### src/rtl/syscall_issuer_if.sv
// Syscall issuer bus: execute-stage request side,
// responder load return, and issuer status outputs.
interface syscall_issuer_if;
  logic        req;
  logic [15:0] code;
  logic [15:0] arg0;
  logic [15:0] arg1;
  logic        busy;
  logic        done;
  logic [15:0] result;
  logic        result_valid;
  logic        error;
  logic        halted;
  logic        sys_signal;
  logic [47:0] sysregs;
  logic        load_signal;
  logic [15:0] load_data;

  modport master (
    output req, code, arg0, arg1,
    output load_signal, load_data,
    input  busy, done, result, result_valid,
    input  error, halted, sys_signal, sysregs
  );

  modport slave (
    input  req, code, arg0, arg1,
    input  load_signal, load_data,
    output busy, done, result, result_valid,
    output error, halted, sys_signal, sysregs
  );
endinterface

### src/rtl/syscall_issuer.sv
// Syscall issuer: latches a request, strobes the responder,
// waits for load data when needed, and reports completion.
module syscall_issuer #(
  parameter int debug      = 0,
  parameter int SIG_CYCLES = 2,
  parameter int TIMEOUT    = 255
) (
  input logic clk,
  input logic clear,
  syscall_issuer_if.slave bus
);

  typedef enum logic [2:0] {
    IDLE, ASSERT, GAP, WAIT_LOAD, DONE, HALT
  } state_t;

  localparam logic [3:0] SIG_LAST = 4'(SIG_CYCLES - 1);
  localparam logic [7:0] TO_LAST  = 8'(TIMEOUT - 1);

  state_t      state, state_n;
  logic [3:0]  sig_cnt;
  logic [7:0]  wait_cnt;
  logic [47:0] regs;
  logic [15:0] res;
  logic        res_v, err;
  logic        accept, capture, tmo;
  logic        is_load, is_halt;

  // debug only selects simulation tracing elsewhere
  if (debug != 0) begin : g_dbg
  end

  assign is_halt = (regs[15:0] == 16'd0);
  assign is_load = (regs[15:0] == 16'd2) ||
                   (regs[15:0] == 16'd9) ||
                   (regs[15:0] == 16'd10);

  // state register
  always_ff @(posedge clk) begin
    if (clear) state <= IDLE;
    else       state <= state_n;
  end

  // next-state and step decisions
  always_comb begin
    state_n = state;
    accept  = 1'b0;
    capture = 1'b0;
    tmo     = 1'b0;
    unique case (state)
      IDLE: begin
        if (bus.req) begin
          accept  = 1'b1;
          state_n = ASSERT;
        end
      end
      ASSERT: begin
        if (sig_cnt == SIG_LAST) begin
          if (is_halt)      state_n = HALT;
          else if (is_load) state_n = WAIT_LOAD;
          else              state_n = GAP;
        end
      end
      GAP: state_n = DONE;
      WAIT_LOAD: begin
        if (wait_cnt != 8'd0 && bus.load_signal) begin
          capture = 1'b1;
          state_n = DONE;
        end else if (wait_cnt == TO_LAST) begin
          tmo     = 1'b1;
          state_n = DONE;
        end
      end
      DONE: state_n = IDLE;
      HALT: state_n = HALT;
      default: state_n = IDLE;
    endcase
  end

  // counters, latched request and load result
  always_ff @(posedge clk) begin
    if (clear) begin
      sig_cnt  <= '0;
      wait_cnt <= '0;
      regs     <= '0;
      res      <= '0;
      res_v    <= 1'b0;
      err      <= 1'b0;
    end else begin
      sig_cnt  <= (state == ASSERT) ? sig_cnt + 4'd1 : 4'd0;
      wait_cnt <= (state == WAIT_LOAD) ? wait_cnt + 8'd1 : 8'd0;
      if (accept) begin
        regs  <= {bus.arg1, bus.arg0, bus.code};
        res_v <= 1'b0;
        err   <= 1'b0;
      end
      if (capture) begin
        res   <= bus.load_data;
        res_v <= 1'b1;
        err   <= 1'b0;
      end
      if (tmo) begin
        res   <= 16'hFFFF;
        res_v <= 1'b0;
        err   <= 1'b1;
      end
    end
  end

  assign bus.busy         = (state != IDLE);
  assign bus.done         = (state == DONE);
  assign bus.sys_signal   = (state == ASSERT);
  assign bus.halted       = (state == HALT);
  assign bus.result       = res;
  assign bus.result_valid = res_v;
  assign bus.error        = err;
  assign bus.sysregs      = regs;

endmodule

### src/flat_wrapper.sv
// flat-port wrapper written by rule: the top's interface ports become plain ports
module syscall_issuer_flat 
#(
  parameter int debug      = 0,
  parameter int SIG_CYCLES = 2,
  parameter int TIMEOUT    = 255
)
  (clk, clear, bus_req, bus_code, bus_arg0, bus_arg1, bus_load_signal, bus_load_data, bus_busy, bus_done, bus_result, bus_result_valid, bus_error, bus_halted, bus_sys_signal, bus_sysregs);
  syscall_issuer_if bus_i ();
  input logic clk;
  input logic clear;
  input wire logic [$bits(bus_i.req)-1:0] bus_req;
  input wire logic [$bits(bus_i.code)-1:0] bus_code;
  input wire logic [$bits(bus_i.arg0)-1:0] bus_arg0;
  input wire logic [$bits(bus_i.arg1)-1:0] bus_arg1;
  input wire logic [$bits(bus_i.load_signal)-1:0] bus_load_signal;
  input wire logic [$bits(bus_i.load_data)-1:0] bus_load_data;
  output wire logic [$bits(bus_i.busy)-1:0] bus_busy;
  output wire logic [$bits(bus_i.done)-1:0] bus_done;
  output wire logic [$bits(bus_i.result)-1:0] bus_result;
  output wire logic [$bits(bus_i.result_valid)-1:0] bus_result_valid;
  output wire logic [$bits(bus_i.error)-1:0] bus_error;
  output wire logic [$bits(bus_i.halted)-1:0] bus_halted;
  output wire logic [$bits(bus_i.sys_signal)-1:0] bus_sys_signal;
  output wire logic [$bits(bus_i.sysregs)-1:0] bus_sysregs;
  assign bus_i.req = bus_req;
  assign bus_i.code = bus_code;
  assign bus_i.arg0 = bus_arg0;
  assign bus_i.arg1 = bus_arg1;
  assign bus_i.load_signal = bus_load_signal;
  assign bus_i.load_data = bus_load_data;
  assign bus_busy = bus_i.busy;
  assign bus_done = bus_i.done;
  assign bus_result = bus_i.result;
  assign bus_result_valid = bus_i.result_valid;
  assign bus_error = bus_i.error;
  assign bus_halted = bus_i.halted;
  assign bus_sys_signal = bus_i.sys_signal;
  assign bus_sysregs = bus_i.sysregs;
  syscall_issuer #(.debug(debug), .SIG_CYCLES(SIG_CYCLES), .TIMEOUT(TIMEOUT)) u_core (.clk(clk), .clear(clear), .bus(bus_i));
endmodule
### config.mk
export PLATFORM = sky130hd
export DESIGN_NAME = syscall_issuer_flat
export DESIGN_NICKNAME = d
export VERILOG_FILES = /design/src/rtl/syscall_issuer_if.sv /design/src/rtl/syscall_issuer.sv /design/src/flat_wrapper.sv
export SDC_FILE = /design/constraint.sdc
export NUM_CORES = 1
export LEC_CHECK = 0
export ABC_AREA = 0
export CAP_MARGIN = 20
export CELL_PAD_IN_SITES_DETAIL_PLACEMENT = 1
export CELL_PAD_IN_SITES_GLOBAL_PLACEMENT = 2
export CORE_ASPECT_RATIO = 1.4
export CORE_MARGIN = 4
export CORE_UTILIZATION = 21
export CTS_BUF_LIST = sky130_fd_sc_hd__clkbuf_16
export CTS_CLUSTER_SIZE = 20
export DETAILED_ROUTE_END_ITERATION = 16
export GPL_ROUTABILITY_DRIVEN = 0
export GPL_TIMING_DRIVEN = 0
export PLACE_DENSITY_LB_ADDON = 0.05
export SYNTH_ARGS = -nofsm -noshare
export SYNTH_HDL_FRONTEND = slang
export SYNTH_SLANG_ARGS = --single-unit
export TNS_END_PERCENT = 100
### constraint.sdc
create_clock -name clk -period 1.9 [get_ports clk]
set_clock_uncertainty 0.15 [all_clocks]
set_input_delay 0.19 -clock clk [delete_from_list [all_inputs] [get_ports clk]]
set_output_delay 0.19 -clock clk [all_outputs]
set_load 0.02 [all_outputs]
==> reports/qor.txt, run 1 <==
PD cells: 888.0 nW/µm²
Avg Cell Area, Syn: 8.323 µm²
DR iter-0 viols: 99
minimum clock period: 1.958 ns
vias: 3167
synthesized flop and latch total: 81
status: finished, violations left
CTS tree: done
final setup fails: 13
Setup crit end kind: flop
total track usage: 0.1296
most common cell after layout, fill and taps aside: clkdlybuf4s50_1
Antenna Nets Post-Route: 0
die height: 154.7 µm
end-of-flow core utilization: 0.3586
Worst Tran Pin Value: 0.7044 ns
CTS Root Cell: clkbuf_16
Max Buffers Root-to-Sink: 2
Hold Crit Start: clear
dpl ws: -0.2210 ns
hold_buf cts: 0
Max VDD drop: 0.0003551 V
register area share after synthesis: 0.5021
first-pass GRT wire length: 17800 µm
Slew HR: 0.5304
LEAKAGE: 0.002001 µW
routed wire length: 11220 µm
Filler cells: 1777
Avg WL per Cell: 15.11 µm
placed cells: 716
Crit Path Max Fanout: 4
Detailed Place HPWL: 8440 µm
H-tree depth: 3
Mapped Nets: 461
Worst EP arrival: 2.00 ns
Cell Count, Final, Fillers Out: 742
initial antenna violation count: 0
global route overflow: 0
Post-synth ARST share: 0
Worst Setup SP: u_core.wait_cnt[0]$_SDFF_PP0_
row cnt: 53
FF+latch area: 1629 µm²
RSZ-0062 raised after global routing: yes
CTS clk-pin slew, worst paths: 0.06 ns
share of cells above drive strength 1: 0.1455
Skew-Pair Late Insertion Delay: 0.33 ns
kind of critical path: flop to flop
top_reg_cell synth: dfxtp_1
DR DRC count: 0
io pins: 138
Nets: 620
Area contributors post-synth: dfxtp_1 50%, nand2_1 12%, a21oi_1 8.2%
Multi-input gate area: 1546 µm²
drt first pass iters: 4
R2R Path Start: u_core.wait_cnt[0]$_SDFF_PP0_
number of port buffers: 136
Post-Syn Area: 3229 µm²
Max Slew Vio Count: 0
die area: 17450 µm²
Synth Instances: 388
pin count of the biggest net entering global routing: 13
starting density of the core: 0.2145
ANT cells: 0
die width: 112.8 µm
core footprint: 15050 µm²
most frequent cells in the layout: 132 x clkdlybuf4s50_1, 103 x nand2_1, 79 x dfxtp_1
hold_ws: 0.2351 ns
slack of the critical path: -0.05768 ns
Post-synth EDFFs: 0
final worst-path cycle share: 1.030
Layout area overhead: 67.14%
fmax: 510.8 MHz
Final Hold Fails: 0
worst hold-check path type: input port to flop
Yosys warnings: 0
Num CTS Buffers: 9
Worst Path Required: 1.94 ns
top cell type's share of synthesized area: 0.5021
failing checks: setup timing
CP Launch Type: flop
MaxCap Viol Count: 0
dominant cell type by area after synthesis: dfxtp_1
routed vias/inst: 4.268
Distinct cells, synth: 44
vias in the first global route: 3325
number of clock sinks: 81
==> cell families (layout without fill, tap and decap cells) <==
group,after synthesis,count (layout),share of synthesized area
AND/OR/NAND/NOR,166,166,0.2239
XOR/XNOR,10,10,0.02712
multiplexers,2,2,0.006199
adder cells (fa/ha/maj),5,5,0.01937
AO/OA/AOI/OAI,80,80,0.1627
flip-flops,81,81,0.5021
buffers and inverters,44,206,0.05850
==> what timing repair did <==
action | CTS | global route
buffers inserted | 11 | 1
resized for setup | 26 | 38
cloned | 1 | 1
pin swaps | 10 | 15
setup endpoints to repair | 55 | 72
==> Yosys cell counts (all sizes together), types with 2 or more instances <==
cell and instances:
mux2i 2, dfxtp 81, inv 19, nand2 104
and3 3, nor2b 2, a211oi 15, xnor2 3
xor2 7, nand2b 5, buf 6, nor4 2
nand3 5, o211ai 2, a21oi 53, or3 2
o21ai 2, and3b 2, ha 5, clkbuf 19
nor2 30, nand4 2, a21o 2
==> state kept, by name, indices dropped and copies added (netlist names) <==
| signal | cells |
|---|---|
| u_core.bus.error | 1 |
| u_core.bus.result | 16 |
| u_core.bus.result_valid | 1 |
| u_core.bus.sysregs | 48 |
| u_core.sig_cnt | 4 |
| u_core.state | 3 |
| u_core.wait_cnt | 8 |
==> metal layers <==
layer | routed length (µm) | GRT usage | part of all wire
met1 | 4593 | 0.1527 | 0.41
met2 | 5900 | 0.2285 | 0.53
met3 | 564 | 0.03014 | 0.050
met4 | 157 | 0.04525 | 0.014
met5 | 0 | 0 | 0
==> per-stage QoR <==
step | power, µW | area (µm²) | setup TNS (ns)
floorplan | 2561 | 3234 | 0
global placement | 3163 | 4836 | -8.273
detailed placement | 3175 | 4836 | -8.692
CTS | 4887 | 5305 | -0.8532
global route | 5081 | 5398 | -1.677
finish | 4793 | 5398 | -0.3022
==> worst paths after layout <==
check	cells past startpoint	endpoint	slack, ns
min	2	u_core.state[2]$_SDFFE_PP0P_	0.24
max	7	u_core.bus.result[14]$_SDFFE_PP0P_	-0.06
max reg2reg	7	u_core.bus.result[14]$_SDFFE_PP0P_	-0.06
min reg2reg	2	u_core.bus.sysregs[20]$_SDFFE_PP0P_	0.30
==> power by group <==
group,internal [µW],leakage (µW),total (µW),switching (µW)
registers,1840,0.000662,1930,95.6
logic,540,0.00120,1190,652
clock network,992,0.000138,1670,675
total,3370,0.00200,4790,1420
==> cell type report <==
class / count / area share
buffer: 24 / 0.02573
clock buffer: 9 / 0.04172
clock inverter: 5 / 0.009040
inverter: 19 / 0.01414
multi-input combinational: 263 / 0.2865
sequential: 81 / 0.3018
tap: 192 / 0.04451
timing repair buffer: 149 / 0.2765
==> worst max-delay path, cell delays in order, from the launching register on <==
cell and delay (ns):
dfxtp_4 0.35, inv_4 0.06, ha_4 0.10, or4b_4 0.49
o211ai_4 0.24, buf_12 0.15, mux2i_1 0.19, a21oi_1 0.08
Note: power is estimated with default switching activity, not from simulation.
==> run 2: changes to the inputs <==
--- a/config.mk
+++ b/config.mk
@@ -6,7 +6,6 @@
 export NUM_CORES = 1
 export LEC_CHECK = 0
 export ABC_AREA = 0
-export CAP_MARGIN = 20
 export CELL_PAD_IN_SITES_DETAIL_PLACEMENT = 1
 export CELL_PAD_IN_SITES_GLOBAL_PLACEMENT = 2
 export CORE_ASPECT_RATIO = 1.4
@@ -18,6 +17,8 @@
 export GPL_ROUTABILITY_DRIVEN = 0
 export GPL_TIMING_DRIVEN = 0
 export PLACE_DENSITY_LB_ADDON = 0.05
+export REMOVE_ABC_BUFFERS = 1
+export SKIP_LAST_GASP = 1
 export SYNTH_ARGS = -nofsm -noshare
 export SYNTH_HDL_FRONTEND = slang
 export SYNTH_SLANG_ARGS = --single-unit
==> run 2 against run 1 <==
Net effect: hold slack improved by 0.019 ns; total power rose by 4.2%; clock power rose by 10%; sequential cell count did not move; sequential power barely moved; via count fell by 1.3%; final area barely moved; non-clock buffer count fell by 21; the run still ends with setup timing left; combinational power barely moved; utilization barely moved; global-route usage fell by 0.059 points; first-iteration DRC count fell by 63%.
==> reports/qor.txt, run 2 (synthesis gave the netlist of run 1 again) <==
die area: 17450 µm² (unchanged)
dpl ws: -0.4383 ns (-0.2173 ns)
slack of the critical path: -0.07042 ns (-0.01274 ns)
global route overflow: 0 (unchanged)
pin count of the biggest net entering global routing: 73 (+60)
RSZ-0062 raised after global routing: yes
Int Power: 3529 µW (+4.7%)
Skew-Pair Late Insertion Delay: 0.33 ns (about the same)
ANT cells: 0 (unchanged)
Max VDD drop: 0.0003530 V (-0.61%)
Worst Tran Pin Value: 0.9246 ns (+0.2202 ns)
P_sw: 1464 µW (+2.9%)
vias in the first global route: 3311 (-0.42%)
Max Slew Vio Count: 0 (unchanged)
CTS tree: done
status: finished, violations left
cell area after layout: 5403 µm² (about the same)
Worst EP arrival: 2.07 ns (+0.07 ns)
Num CTS Buffers: 9 (unchanged)
CP Launch Type: flop
Flop pwr share: 0.392 (-0.011)
routed wire length: 11370 µm (+1.4%)
Worst Path Required: 2.00 ns (+0.06 ns)
Max Buffers Root-to-Sink: 2 (unchanged)
fmax: 507.5 MHz (-0.65%)
MaxCap Viol Count: 0 (unchanged)
core footprint: 15050 µm² (unchanged)
Final Hold Fails: 0 (unchanged)
most common cell after layout, fill and taps aside: clkdlybuf4s50_1
final setup fails: 17 (+4)
starting density of the core: 0.2145 (unchanged)
total track usage: 0.1290 (-0.0005882)
Slew HR: 0.3836 (-0.1468)
clock share of power: 0.368 (+0.020)
DR DRC count: 0 (unchanged)
placed instance area: 4772 µm² (-1.3%)
vias: 3125 (-1.3%)
row cnt: 53 (unchanged)
switch share: 0.2932 (-0.003719)
DR iter-0 viols: 37 (-63%)
Layout area overhead: 67.30% (about the same)
combinational share of power: 0.240 (-0.009)
Avg WL per Cell: 15.69 µm (+3.8%)
die height: 154.7 µm (unchanged)
CTS clk-pin slew, worst paths: 0.06 ns (about the same)
initial antenna violation count: 0 (unchanged)
Setup crit end kind: flop
io pins: 138 (unchanged)
placed cells: 694 (-3.1%)
minimum clock period: 1.970 ns (+0.01274 ns)
H-tree depth: 3 (unchanged)
r2r setup slk: -0.07 ns (about the same)
worst hold-check path type: input port to flop
kind of critical path: flop to flop
total negative slack: -0.5577 ns (-0.2555 ns)
Filler cells: 1735 (-2.4%)
number of port buffers: 137 (+0.74%)
first-pass GRT wire length: 17910 µm (+0.62%)
LEAKAGE: 0.001945 µW (-2.8%)
share of cells above drive strength 1: 0.1463 (+0.0008869)
number of clock sinks: 81 (unchanged)
die width: 112.8 µm (unchanged)
routed vias/inst: 4.310 (+0.99%)
most frequent cells in the layout: 132 x clkdlybuf4s50_1, 102 x nand2_1, 76 x dfxtp_1
Crit Path Max Fanout: 7 (+3)
Cell Count, Final, Fillers Out: 725 (-2.3%)
Antenna Nets Post-Route: 0 (unchanged)
PD cells: 924.2 nW/µm² (+4.1%)
Detailed Place HPWL: 7661 µm (-9.2%)
final worst-path cycle share: 1.037 (+0.006706)
failing checks: setup timing
Nets: 601 (-3.1%)
CTS Root Cell: clkbuf_16
drt first pass iters: 4 (unchanged)
max reg flops: 48 (unchanged)
[run 2: cell count changes in the layout (fill, tap and decap cells not counted), moves of 3 or more]
cell,change
nor2_4,+5
nor2_2,-3
clkbuf_1,-11
dfxtp_1,-3
clkbuf_2,-8
clkbuf_4,-3
[run 2: path summary, 6_finish.rpt]
| path | to | start | cells after the start |
|---|---|---|---|
| max | u_core.bus.result[7]$_SDFFE_PP0P_ | u_core.wait_cnt[1]$_SDFF_PP0_ | 8 |
| min | u_core.bus.sysregs[30]$_SDFFE_PP0P_ | bus_arg0[14] | 3 |
| max reg2reg | u_core.bus.result[7]$_SDFFE_PP0P_ | u_core.wait_cnt[1]$_SDFF_PP0_ | 8 |
| min reg2reg | u_core.bus.sysregs[33]$_SDFFE_PP0P_ | u_core.bus.sysregs[33]$_SDFFE_PP0P_ | 2 |
[run 2: area by class of cell]
cell class | instances | area, µm² | share of cell area
inverters | 19 | 76.32 | 0.01413
repair buffers | 152 | 1540 | 0.2851
multi-input cells | 265 | 1600 | 0.2962
clock buffers | 9 | 225.2 | 0.04169
clock inverters | 7 | 85.08 | 0.01575
flip-flops and latches | 81 | 1635 | 0.3027
well taps | 192 | 240.2 | 0.04446
[run 2: per-stage QoR]
stage / hold slack [ns] / power [µW] / util
2_1_floorplan: 0.1046 / 2506 / -
3_3_place_gp: 0.2907 / 3138 / 0.3138
3_5_place_dp: 0.2931 / 3199 / 0.3170
4_1_cts: 0.2374 / 5095 / 0.3576
5_1_grt: 0.2436 / 5295 / 0.3589
6_report: 0.2545 / 4993 / 0.3589
[run 2: repair_timing]
action / in CTS / in global routing
pin swaps: 20 / 2
cloned: 2 / 1
gates resized for setup: 55 / 7
buffers inserted: 11 / 2
hold buffers: 0 / 0
endpoints found under the setup margin: 52 / 48
[run 2: per-layer routing]
| layer | track usage | part of all wire |
|---|---|---|
| met5 | 0 | 0 |
| met4 | 0.04525 | 0.020 |
| met2 | 0.2271 | 0.53 |
| met1 | 0.1396 | 0.38 |
| met3 | 0.05049 | 0.071 |
[run 2: power groups by stage]
stage               clock [µW]  combinational, µW  sequential, µW
finish                    1840               1200            1960
global route              2000               1320            1980
CTS                       1920               1220            1960
detailed placement           0               1210            1990
global placement             0               1150            1990
floorplan                    0                383            2120
[run 2: worst max-delay path, cell delays in order, from the launching register on]
cell	delay, ns
dfxtp_4	0.35
inv_4	0.06
ha_4	0.11
or4b_4	0.50
o211ai_4	0.22
buf_4	0.16
buf_8	0.13
nor2_4	0.04
a211oi_2	0.17
